## src/rtl/pulse_gen_pkg.sv

```systemverilog
// Shared types and constants for the multi-channel pulse generator.
package pulse_gen_pkg;

  typedef enum logic [1:0] {
    IDLE = 2'd0,
    HIGH = 2'd1,
    LOW  = 2'd2
  } state_t;

  localparam logic MODE_CONT    = 1'b0;
  localparam logic MODE_ONESHOT = 1'b1;

endpackage

```

## src/rtl/pulse_gen_ch.sv

```systemverilog
// One pulse generator channel: IDLE/HIGH/LOW FSM with a phase down counter
// and shadow copies of H/L/mode that only change at a period boundary.
module pulse_gen_ch
  import pulse_gen_pkg::*;
#(
  parameter int CNT_W = 8
) (
  input  logic             sys_clk,
  input  logic             sys_rst,
  input  logic             en,
  input  logic             mode,
  input  logic             trig,
  input  logic             sync,
  input  logic [CNT_W-1:0] high_len,
  input  logic [CNT_W-1:0] low_len,
  output logic             pulse,
  output logic             busy,
  output logic             done
);

  state_t           state, state_nxt;
  logic [CNT_W-1:0] cnt, cnt_nxt;
  logic [CNT_W-1:0] sh_h, sh_h_nxt;
  logic [CNT_W-1:0] sh_l, sh_l_nxt;
  logic             sh_mode, sh_mode_nxt;
  logic             done_nxt;
  logic             period_end;

  // State register, counter, shadow config and registered outputs.
  always_ff @(posedge sys_clk) begin
    if (sys_rst) begin
      state   <= IDLE;
      cnt     <= '0;
      sh_h    <= '0;
      sh_l    <= '0;
      sh_mode <= MODE_CONT;
      pulse   <= 1'b0;
      busy    <= 1'b0;
      done    <= 1'b0;
    end else begin
      state   <= state_nxt;
      cnt     <= cnt_nxt;
      sh_h    <= sh_h_nxt;
      sh_l    <= sh_l_nxt;
      sh_mode <= sh_mode_nxt;
      pulse   <= (state_nxt == HIGH);
      busy    <= (state_nxt != IDLE);
      done    <= done_nxt;
    end
  end

  // Next-state logic: disable beats sync, sync beats normal sequencing.
  // Entering HIGH always loads the counter from the freshly latched shadow H.
  always_comb begin
    state_nxt   = state;
    cnt_nxt     = cnt;
    sh_h_nxt    = sh_h;
    sh_l_nxt    = sh_l;
    sh_mode_nxt = sh_mode;
    done_nxt    = 1'b0;
    period_end  = 1'b0;

    if (!en) begin
      state_nxt = IDLE;
      cnt_nxt   = '0;
    end else if (sync && (mode == MODE_CONT)) begin
      sh_h_nxt    = high_len;
      sh_l_nxt    = low_len;
      sh_mode_nxt = MODE_CONT;
      if (high_len != '0) begin
        state_nxt = HIGH;
        cnt_nxt   = high_len - CNT_W'(1);
      end else begin
        state_nxt = IDLE;
        cnt_nxt   = '0;
      end
    end else begin
      case (state)
        IDLE: begin
          if ((high_len != '0) && ((mode == MODE_CONT) || trig)) begin
            sh_h_nxt    = high_len;
            sh_l_nxt    = low_len;
            sh_mode_nxt = mode;
            state_nxt   = HIGH;
            cnt_nxt     = high_len - CNT_W'(1);
          end
        end
        HIGH: begin
          if (cnt == '0) begin
            if (sh_l != '0) begin
              state_nxt = LOW;
              cnt_nxt   = sh_l - CNT_W'(1);
            end else begin
              period_end = 1'b1;
            end
          end else begin
            cnt_nxt = cnt - CNT_W'(1);
          end
        end
        LOW: begin
          if (cnt == '0) period_end = 1'b1;
          else           cnt_nxt    = cnt - CNT_W'(1);
        end
        default: begin
          state_nxt = IDLE;
          cnt_nxt   = '0;
        end
      endcase

      // A one-shot finishes here; a continuous channel picks up new config.
      if (period_end) begin
        if (sh_mode == MODE_ONESHOT) begin
          state_nxt = IDLE;
          cnt_nxt   = '0;
          done_nxt  = 1'b1;
        end else begin
          sh_h_nxt    = high_len;
          sh_l_nxt    = low_len;
          sh_mode_nxt = mode;
          if ((high_len != '0) && (mode == MODE_CONT)) begin
            state_nxt = HIGH;
            cnt_nxt   = sh_h_nxt - CNT_W'(1);
          end else begin
            state_nxt = IDLE;
            cnt_nxt   = '0;
          end
        end
      end
    end
  end

endmodule

```

## src/rtl/pulse_gen_multi.sv

```systemverilog
// Multi-channel programmable pulse/square-wave generator: NUM_CH independent
// channels sharing a clock, reset and phase-align sync.
module pulse_gen_multi
  import pulse_gen_pkg::*;
#(
  parameter int NUM_CH = 4,
  parameter int CNT_W  = 8
) (
  input  logic                    sys_clk,
  input  logic                    sys_rst,
  input  logic [NUM_CH-1:0]       en,
  input  logic [NUM_CH-1:0]       mode,
  input  logic [NUM_CH-1:0]       trig,
  input  logic                    sync,
  input  logic [NUM_CH*CNT_W-1:0] high_len,
  input  logic [NUM_CH*CNT_W-1:0] low_len,
  output logic [NUM_CH-1:0]       pulse,
  output logic [NUM_CH-1:0]       busy,
  output logic [NUM_CH-1:0]       done
);

  // One channel per slice of the packed length buses.
  for (genvar ch = 0; ch < NUM_CH; ch++) begin : g_ch
    pulse_gen_ch #(
      .CNT_W(CNT_W)
    ) u_ch (
      .sys_clk (sys_clk),
      .sys_rst (sys_rst),
      .en      (en[ch]),
      .mode    (mode[ch]),
      .trig    (trig[ch]),
      .sync    (sync),
      .high_len(high_len[ch*CNT_W +: CNT_W]),
      .low_len (low_len[ch*CNT_W +: CNT_W]),
      .pulse   (pulse[ch]),
      .busy    (busy[ch]),
      .done    (done[ch])
    );
  end

endmodule

```

## config.mk

```make
export PLATFORM = sky130hd
export DESIGN_NAME = pulse_gen_multi
export DESIGN_NICKNAME = d
export VERILOG_FILES = /design/src/rtl/pulse_gen_pkg.sv /design/src/rtl/pulse_gen_ch.sv /design/src/rtl/pulse_gen_multi.sv
export SDC_FILE = /design/constraint.sdc
export NUM_CORES = 1
export LEC_CHECK = 0
export ABC_AREA = 0
export ABC_CLOCK_PERIOD_IN_PS = 3100
export CORE_MARGIN = 2
export CORE_UTILIZATION = 56
export DETAILED_ROUTE_END_ITERATION = 8
export HOLD_SLACK_MARGIN = 0.15
export PLACE_DENSITY = 0.81
export SYNTH_ARGS = -nofsm -noshare
export SYNTH_HDL_FRONTEND = slang
export SYNTH_SLANG_ARGS = --single-unit
```

## constraint.sdc

```tcl
create_clock -name sys_clk -period 3.1 [get_ports sys_clk]
set_input_delay 0.31 -clock sys_clk [delete_from_list [all_inputs] [get_ports sys_clk]]
set_output_delay 0.31 -clock sys_clk [all_outputs]
set_load 0.02 [all_outputs]
```

== Yosys cells after proc, flatten, opt, wreduce, memory -nomap -nowiden ==
Index checks and enable logic that the tools add are counted.
Operators by class
  add/sub/neg operators: 12
  equality and inequality tests: 24
  multiplexer cells: 148
  bitwise operators: 12
  reductions and logical operators: 48
Operators by type and width (number)
  two-way mux 8 bit: 56
  one-hot mux 8 bit (3 select lines): 4
  subtractor 8 x 1 -> 8 bit, second input constant: 12
  nonzero test 8 bit: 8
  two-way mux 2 bit: 28
  two-way mux 1 bit: 52
  logical NOT 8 bit: 4
  one-hot mux 2 bit (3 select lines): 4
  != test 5 x 4 -> 1 bit, second input constant: 4
  == test 2 x 1 -> 1 bit, second input constant: 8
  != test 4 x 1 -> 1 bit, second input constant: 4
  != test 4 x 3 -> 1 bit, second input constant: 4
  OR reduction 4 bit: 4
  logical AND 1 bit: 12
  NOT 1 bit: 12
  AND reduction 3 bit: 4
  == test 2 bit, second input constant: 4
  logical NOT 2 bit: 4
  one-hot mux 1 bit (2 select lines): 4
  nonzero test 2 bit: 4
  OR reduction 2 bit: 4
  logical OR 1 bit: 4
Word-level totals
  register bits after elaboration: 88
  input port bits: 79
  output and inout port bits: 12
  logic and storage cells: 272

== Depth between registers and ports, before layout ==
Gate-level depths: netlist of the first run.
  depth in word-level cells: 10
  mapped depth: 10
  gate-level depth less buffers: 8

== Hierarchy ==
Synthesis of the first run repeated with hierarchy kept, for this count alone.
Unflattened totals
  cell total of the unflattened synthesis: 862
  area total of the unflattened synthesis: 7151.9 um^2
By module, submodules not included
  pulse_gen_ch at g_ch[0].u_ch ...: times used 2, cells an instance 214, area an instance 1794.2 um^2, sequential area each 440.4 um^2
  pulse_gen_ch at g_ch[2].u_ch ...: times used 2, cells an instance 217, area an instance 1781.7 um^2, sequential area each 440.4 um^2

== Worst setup path before layout of the first run ==
OpenSTA, ideal clock, no wires.
  kind: register to register
  start: register g_ch[1].u_ch.cnt[0]
  end: register g_ch[1].u_ch.cnt[6]
  setup time: 59 ps
  arrival: 2298 ps
  required time: 3041 ps
  slack: 743 ps
  cell stages (with the launch flop): 10
  path buffers: 1
  cell sequence: dfxtp_1 > inv_1 > ha_1 > nor2b_1 > and3_1 > clkbuf_1 > and3_1 > or3_1 > o41ai_1 > o221a_2
Between the ends
  longest elaborated chain between the ends: 7
  elaborated cells between the ends (all ways): 16
  classes of those cells: add/sub (1); eq/ne (3); mux (10); reduce/logical (2)
Ends and longest elaborated chain
  from (decl): RTL line pulse_gen_ch.sv:22  | logic [CNT_W-1:0] cnt, cnt_nxt;
  from (signal assigned): RTL line pulse_gen_ch.sv:42  | cnt <= cnt_nxt;
  parallel branches: the longest is 7 deep, another holds subtractor 8 x 1 -> 8 bit
Several ways; the timed one is not identified. The select of a mux whose other input is x is not followed.
A chain may end at the register's enable or synchronous reset.

== Final worst setup path of the first run ==
  start: register g_ch[3].u_ch.cnt[0]
  end: register g_ch[3].u_ch.cnt[4]
Between the ends
  longest elaborated chain between the ends: 7
  elaborated cells between the ends (all ways): 16
  classes of those cells: add/sub (1); eq/ne (3); mux (10); reduce/logical (2)
Ends and longest elaborated chain (RTL line)
  from (decl): pulse_gen_ch.sv:22
  from (signal assigned): pulse_gen_ch.sv:42
  parallel branches: the longest is 7 deep, another holds subtractor 8 x 1 -> 8 bit
Several ways; the timed one is not identified. The select of a mux whose other input is x is not followed.

==> summary by stage, run 1 <==
Yosys
Sorting the synthesized cells by area gives the leading types as sky130_fd_sc_hd__dfxtp_1, sky130_fd_sc_hd__ha_1, sky130_fd_sc_hd__mux2i_1, sky130_fd_sc_hd__nor2_1, sky130_fd_sc_hd__xor2_1. The cell with the most instances after synthesis is sky130_fd_sc_hd__nor2_1. Counting instances in the post-synthesis netlist gives the leading cell types as sky130_fd_sc_hd__nor2_1, sky130_fd_sc_hd__dfxtp_1, sky130_fd_sc_hd__nand2_1, sky130_fd_sc_hd__inv_1, sky130_fd_sc_hd__a21oi_1. The netlist area before placement is 6720 um2.

The cell taking the most area after synthesis is sky130_fd_sc_hd__dfxtp_1. The Yosys step of the flow raised 0 warnings. The number of nets produced by synthesis is 960. The number of enable flip-flop cells after synthesis is 0. After synthesis, the netlist uses 80 different library cells. The cell count after synthesis is ~850. After synthesis, flip-flops and latches occupy 26.2% of the total area. The register bit count reported by yosys is 88. The average instance in the mapped netlist occupies 7.91 um2. The fraction of registers with async set/reset is 0%.

The area fraction of the dominant cell type after synthesis is between 20% and 30%. The most instantiated flip-flop cell in the synthesis netlist is sky130_fd_sc_hd__dfxtp_1.

Route
The starting DRC count in detailed routing is 572. The first TritonRoute pass finished after 5 iterations. The count of nets left with antenna violations once routing finished came out at 0. The final route contains 6,709 vias.

The routed wire length is roughly 18,000 um. After detailed routing, the average wire length per cell comes to 17.2 um. The DRC violation count after routing is 0.

Using the TritonRoute via totals, the vias-per-cell ratio works out to 6.27.

Final layout
The non-filler instance count after layout is 1,070. The layout cell share with drive strength beyond 1 is between 7 and 8%. The final layout net count is 1,033. The count of inserted antenna diode cells is 0. Relative to the synthesized area, the layout overhead comes to 19.0%.

Worst setup path
Data on the critical path is required at its endpoint by 3.36 ns. The maximum fanout along the worst path is 8. The kind of critical path is reg -> reg. Traced cell by cell, the critical path runs through inv_1 > ha_1 > nor3b_1 > nand2_2 > nor4b_2 > o21a_1 > a22oi_1 > a211oi_1.

The start point of the critical path is g_ch[3].u_ch.cnt[0]$_SDFFE_PP0P_. The startpoint of the lowest-slack register-to-register path is g_ch[3].u_ch.cnt[0]$_SDFFE_PP0P_. The worst setup path is captured at a register. The element type at the critical path start is a register. The library cell contributing the largest single delay on the critical path is sky130_fd_sc_hd__nor4b_2. The arrival time at the worst endpoint is 2.91 ns. For this run, the slowest stage of the critical path takes 0.43 ns.

CTS
The CTS buffer count is 9. TritonCTS built the clock tree. Clock-pin slew was measured on the worst setup and hold paths at 0.07 ns. The cell at the root of the clock tree is sky130_fd_sc_hd__clkbuf_16. The maximum count of clock buffers along a single path is 2.

The number of hold buffers added after CTS is 0. The number of buffers inserted by post-CTS setup repair is 0. The CTS sink count is 88. The worst-skew pair later-pin latency is 0.35 ns.

The number of H-tree levels is 3. The quantity of gates resized following cts is 0.

Timing
Setup repair after global routing left no endpoint under its margin. Between clock sinks in the finished design, the worst skew comes to 0.00738 ns. The fmax is 377 MHz. The count of final max-slew check failures came to 0. In the final timing run, aggregate negative setup slack is 0 ns. The pin slew with the least headroom to its limit is roughly 0.75 ns. The routed design could run at a clock period as short as 2.66 ns. The count of endpoints failing hold in the final timing report is 0.

Setup violations remaining at the end of the flow were counted as 0. The worst slew margin relative to its limit is 49.4%. The post-route fraction of the period consumed by the critical path is 85.7%.

Min path
The path class of the lowest-slack min-delay path is reg -> reg. The worst min-delay path startpoint is g_ch[3].u_ch.cnt[1]$_SDFFE_PP0P_.

Floorplan
The core region is 11,600 um2. Once the floorplan was initialized, standard cells occupied 58.1% of the core. The die is 114 um tall. The die area is 12,900 um2. Pin placement for this block handled between 90 and 100 I/O pins. The number of core rows is 39.

The overall die width is 114 um.

Global routing
The via count of the first global-routing pass is 6,303. The first global-routing pass estimated 29,900 um of wire. Entering global routing, the biggest net connects 29 pins. The remaining global-route overflow is 0. The number of antenna violations at the first check in global routing is 0. Global routing used 28.5% of the available tracks.

Power
IR analysis of the VDD net gives a maximum drop of 254 uV. The leakage power of the design is roughly 3.3 nW. For this design the ratio of total power to cell area is 449 nW/um2.

Run
The max-capacitance violation count is 0.

Place
The post-placement cell count is around 1,100. The count of buffers added on input and output ports is 90. The placer congestion estimate is 0.920.

The wire-length estimate of the detail-placed layout is 14,000 um.

Outcome
The flow ran to the end, and the final reports show no timing, DRC or antenna violations.
==> stage by stage <==
step / power [mW] / hold slack (ns) / area, um2 / utilization (%) / worst slack, ns
after floorplan: 2.10 / 0.447 / 6720 / - / 0.743
after global placement: 2.44 / 0.462 / 7690 / 66.5 / 0.433
after detailed placement: 2.46 / 0.476 / 7690 / 66.5 / 0.328
after CTS: 3.58 / 0.486 / 7990 / 69.1 / 0.482
after global routing: 3.78 / 0.519 / 7990 / 69.1 / 0.191
final: 3.59 / 0.489 / 7990 / 69.1 / 0.444
==> logic make-up (layout without fill, tap and decap cells) <==
| kind of cell | after synthesis | after routing | share of synthesized area [%] |
|---|---|---|---|
| flops | 88 | 88 | 26.2 |
| mux | 38 | 38 | 5.68 |
| fa+ha+maj | 32 | 32 | 5.96 |
| xor+xnor | 56 | 56 | 7.30 |
| compound gates | 225 | 225 | 23.5 |
| simple gates | 318 | 318 | 25.5 |
| buf+inv | 92 | 170 | 5.85 |
==> state kept, by name, indices dropped and copies added (netlist names) <==
name,flops
g_ch.u_ch.done,4
g_ch.u_ch.state,8
g_ch.u_ch.pulse,4
g_ch.u_ch.sh_l,32
g_ch.u_ch.cnt,32
g_ch.u_ch.sh_mode,4
g_ch.u_ch.busy,4
==> metal layers <==
metal | part of all wire [%] | GRT usage, %
met5 | 0 | 0
met4 | 2.7 | 11.1
met3 | 6.4 | 4.25
met2 | 48 | 49.5
met1 | 43 | 35.8
==> cell type report <==
type	instances	area, um2
inverters	50	188
flip-flops and latches	88	1760
fillers	987	3570
clock buffers	10	229
clock inverters	6	67.6
repair buffers	104	1010
well taps	143	179
multi-input cells	669	4560
==> final timing paths <==
kind / endpoint / slack, ns / cells past startpoint
hold reg to reg: g_ch[3].u_ch.cnt[1]$_SDFFE_PP0P_ / 0.49 / 2
setup reg to reg: g_ch[3].u_ch.cnt[4]$_SDFFE_PP0P_ / 0.44 / 8
hold / removal: g_ch[3].u_ch.cnt[1]$_SDFFE_PP0P_ / 0.49 / 2
setup / recovery: g_ch[3].u_ch.cnt[4]$_SDFFE_PP0P_ / 0.44 / 8
==> report_power, final <==
part	internal (mW)	switching, mW	total [mW]
sequential	1.21	0.0930	1.30
clock	0.631	0.490	1.12
combinational	0.526	0.639	1.16
total	2.36	1.22	3.59
==> layout by cell type (no fill, tap or decap), drive strengths merged, types with 6 or more instances in the layout <==
| cell type | count |
|---|---|
| or2 | 7 |
| xor2 | 39 |
| clkdlybuf4s50 | 90 |
| inv | 52 |
| and3 | 8 |
| nand3 | 14 |
| nor2 | 92 |
| ha | 32 |
| nor4 | 14 |
| dfxtp | 88 |
| xnor2 | 17 |
| nor4b | 6 |
| nor3b | 18 |
| a22oi | 12 |
| or3 | 7 |
| buf | 14 |
| o21a | 6 |
| mux2i | 37 |
| nor3 | 25 |
| o21ai | 51 |
| a21boi | 6 |
| and4 | 7 |
| nand2 | 66 |
| o31ai | 7 |
| nor2b | 11 |
| or4 | 10 |
| a21oi | 47 |
| a32oi | 6 |
| clkbuf | 10 |
| nand2b | 16 |
| a31oi | 15 |
| o22ai | 6 |
==> critical path: cells and delay by family, from the launching register on <==
kind | cells | cell delay [ns]
DFF | 1 | 0.31
and+or+nand+nor | 3 | 1.01
AOI/OAI and AO/OA | 3 | 0.77
adders and majority gates | 1 | 0.32
buffers and inverters | 1 | 0.13
Note: power is estimated with default switching activity, not from simulation.
==> inputs of run 2 (changes only) <==
- CORE_MARGIN: 2 -> not set
- CORE_UTILIZATION: 56 -> 41
- PLACE_DENSITY: 0.81 -> not set
==> summary by stage, run 2 (synthesized netlist as in run 1, its figures left out) <==
Floorplan
The top-level port count was 91 (unchanged). The overall die width is 130 um (+15%). The die area is 16,900 um2 (+31%). The area of the core region is 15,900 um2 (+38%). The initial cell density of the core is 42.1% (-16 points).

The die boundary height came to 130 um (+15%). The number of core rows was 46 (+18%).

Min path
The startpoint identified for the worst hold timing path is sys_rst. In this run the worst hold path is classified as in -> reg. The number of cells traversed by the worst hold path is 2 (unchanged). For hold timing, the worst endpoint is g_ch[0].u_ch.sh_l[3]$_SDFFE_PP0P_.

Global routing
The layer flagged by global routing as most heavily used is met2. The met1 global-route usage is 30.7% (-5.1 points). The number of antenna violations at the first check in global routing is 0 (unchanged). The met3 usage in global routing is 2.99% (-1.3 points). The remaining global-route overflow is 0 (unchanged). The global routing usage on met2 is 35.0% (-14 points).

The largest net degree at the start of global routing is 28 (-3.4%). The via count of the first global-routing pass was 5,937 (-5.8%). The first-pass GRT wire length is 29,500 um (-1.6%).

The global-route usage over all layers is 22.1% (-6.4 points).

Worst setup path
The startpoint of the lowest-slack register-to-register path is g_ch[3].u_ch.cnt[0]$_SDFFE_PP0P_. The slack of the worst reg-to-reg path is 0.44 ns (about the same). The worst reg2reg path endpoint is g_ch[3].u_ch.pulse$_SDFF_PP0_. The delay of the slowest cell on the worst path is 0.41 ns (-0.02 ns). The cell that appears most often on the critical path is sky130_fd_sc_hd__nor3b_1. The slowest stage of the critical path belongs to the cell sky130_fd_sc_hd__nor3b_1. The signal on the critical path passes through inv_1 > ha_1 > nor3b_1 > nand2_2 > nor4b_2 > o21a_1 > a21oi_1 > nor3b_1.

By startpoint and endpoint, the worst setup path is classified as reg -> reg. The element type at the critical path start is a register. The number of buffer and inverter stages on the critical path is 1 (unchanged). The worst-case reg-to-reg path depth is 8 (unchanged).

The arrival time at the worst endpoint came to 2.90 ns (about the same). The capturing element type of the critical path is a register. Grouping stages by cell kind, the critical path spends the most delay in simple AND/OR/NAND/NOR gates. The required time of the critical path was 3.34 ns (-0.02 ns).

The maximum fanout along the worst path is 8 (unchanged).

Place
The minimum setup slack after placement came to 0.376 ns (+0.0487 ns). The placer congestion estimate is 0.884 (-3.8%). The detailed placer's ending HPWL is 13,800 um (-1.2%). The post-placement cell count is 1,129 (+7.1%). The count of buffers inserted at the top-level ports is 90 (unchanged).

CTS
The number of H-tree levels is 3 (unchanged). The CTS buffer count came to 9 (unchanged). The cell at the root of the clock tree is sky130_fd_sc_hd__clkbuf_16. The number of buffers inserted by post-CTS setup repair was 0 (unchanged). The CTS sink count came to 88 (unchanged).

TritonCTS built the clock tree. The number of hold buffers added after CTS is 0 (unchanged). The maximum count of clock buffers along a single path was 2 (unchanged). The quantity of gates resized following cts is 0 (unchanged).

The post-CTS clock slew at the launch and capture registers of the worst setup and hold paths is 0.07 ns (about the same). The worst-skew pair later-pin latency is 0.35 ns (about the same).

Route
The vias after detailed routing was 6,469 (-3.6%). The residual antenna-violating net count after detailed routing is 0 (unchanged). The starting DRC count in detailed routing is 516 (-9.8%). The number of vias per cell after detailed routing is 5.65 (-9.9%).

The DRC violation count after routing came to 0 (unchanged). The count of TritonRoute iterations in the first routing pass is 7 (+2). The average wire per standard cell came to 15.9 um (-7.8%). The routed wire length was 18,200 um (-1.3%).

Power
The power per standard cell area is 443 nW/um2 (-1.3%). The leakage power of the design is 3.28 nW (+0.36%). The worst voltage drop across the vdd grid is 284 uV (+12%).

Final layout
The final layout net count is 1,035 (+0.19%). The layout cell share with drive strength beyond 1 is 7.64% (+0.31 points). The area growth from synthesis to layout is 20.6%. Leaving out fill and tap cells, the most frequent cells in the layout are sky130_fd_sc_hd__nor2_1, sky130_fd_sc_hd__clkdlybuf4s50_1, sky130_fd_sc_hd__dfxtp_1. The count of inserted antenna diode cells is 0 (unchanged).

In the final layout, the registers with the most flip-flops are g_ch.u_ch.cnt x32, g_ch.u_ch.sh_l x32, g_ch.u_ch.state x8. Leaving out fill and tap cells, the most frequent cell in the layout is sky130_fd_sc_hd__nor2_1. The non-filler instance count after layout came to 1,145 (+7.0%).

Timing
The count of endpoints failing setup in the final report came to 0 (unchanged). The total negative slack for setup checks is 0 ns (unchanged). The fmax is 376 MHz (-0.12%).

The count of final max-slew check failures was 0 (unchanged). The post-layout worst setup margin is 0.441 ns (-0.00318 ns). The worst slew margin relative to its limit is 48.1% (-1.3 points). The clock skew after layout is 0.00948 ns (+0.00211 ns). Setup repair after global routing left no endpoint under its margin. The post-route fraction of the period consumed by the critical path is 85.8% (+0.10 points). The pin slew with the least headroom to its limit came to 0.773 ns (+0.0192 ns). The count of endpoints failing hold in the final timing report is 0 (unchanged). The time the worst path needs with I/O delays and setup is 2.66 ns (+0.00318 ns).

The worst hold-check slack is 0.358 ns (-0.131 ns).

Run
The max-capacitance violation count is 0 (unchanged).

Outcome
The run finished with clean final reports.
run 2: where the power goes:
group	total (mW)	switching, mW	internal, mW
registers	1.30	0.0924	1.21
clock network	1.13	0.497	0.637
logic	1.15	0.629	0.525
run 2: area by class of cell:
| type | count | area (um2) |
|---|---|---|
| fill | 1627 | 7840 |
| multi-input combinational | 669 | 4560 |
| sequential | 88 | 1760 |
| timing repair buffer | 106 | 1020 |
| tap | 216 | 270 |
| clock buffer | 10 | 229 |
| inverter | 50 | 188 |
| clock inverter | 6 | 73.8 |
run 2: routing by layer:
metal,routed length (um),vias to the layer above
li1,-,3249
met1,8880,3021
met2,8300,175
met3,749,24
met4,283,0
met5,0,-
run 2: per-stage QoR:
stage	area, um2	util, %	total power [mW]
after floorplan	6720	-	2.10
after global placement	7800	48.9	2.46
after detailed placement	7800	48.9	2.46
after CTS	8100	50.8	3.62
after global routing	8100	50.8	3.81
final	8100	50.8	3.59
run 2: worst max path at each step:
stage,end,slack (ns),startpoint,cells past startpoint
4_1_cts,g_ch[3].u_ch.pulse$_SDFF_PP0_,0.49,g_ch[3].u_ch.cnt[0]$_SDFFE_PP0P_,8
3_5_place_dp,g_ch[1].u_ch.cnt[7]$_SDFFE_PP0P_,0.38,high_len[10],7
5_1_grt,g_ch[3].u_ch.pulse$_SDFF_PP0_,0.22,g_ch[3].u_ch.cnt[0]$_SDFFE_PP0P_,8
6_report,g_ch[3].u_ch.pulse$_SDFF_PP0_,0.44,g_ch[3].u_ch.cnt[0]$_SDFFE_PP0P_,8
3_3_place_gp,g_ch[1].u_ch.cnt[7]$_SDFFE_PP0P_,0.43,high_len[10],7
2_1_floorplan,g_ch[1].u_ch.cnt[6]$_SDFFE_PP0P_,0.74,g_ch[1].u_ch.cnt[0]$_SDFFE_PP0P_,9
==> inputs of run 3 (changes only) <==
- CTS_CLUSTER_DIAMETER: not set -> 80
==> results of run 3 <==
Final layout, timing and power as in run 2 (identical DEF).
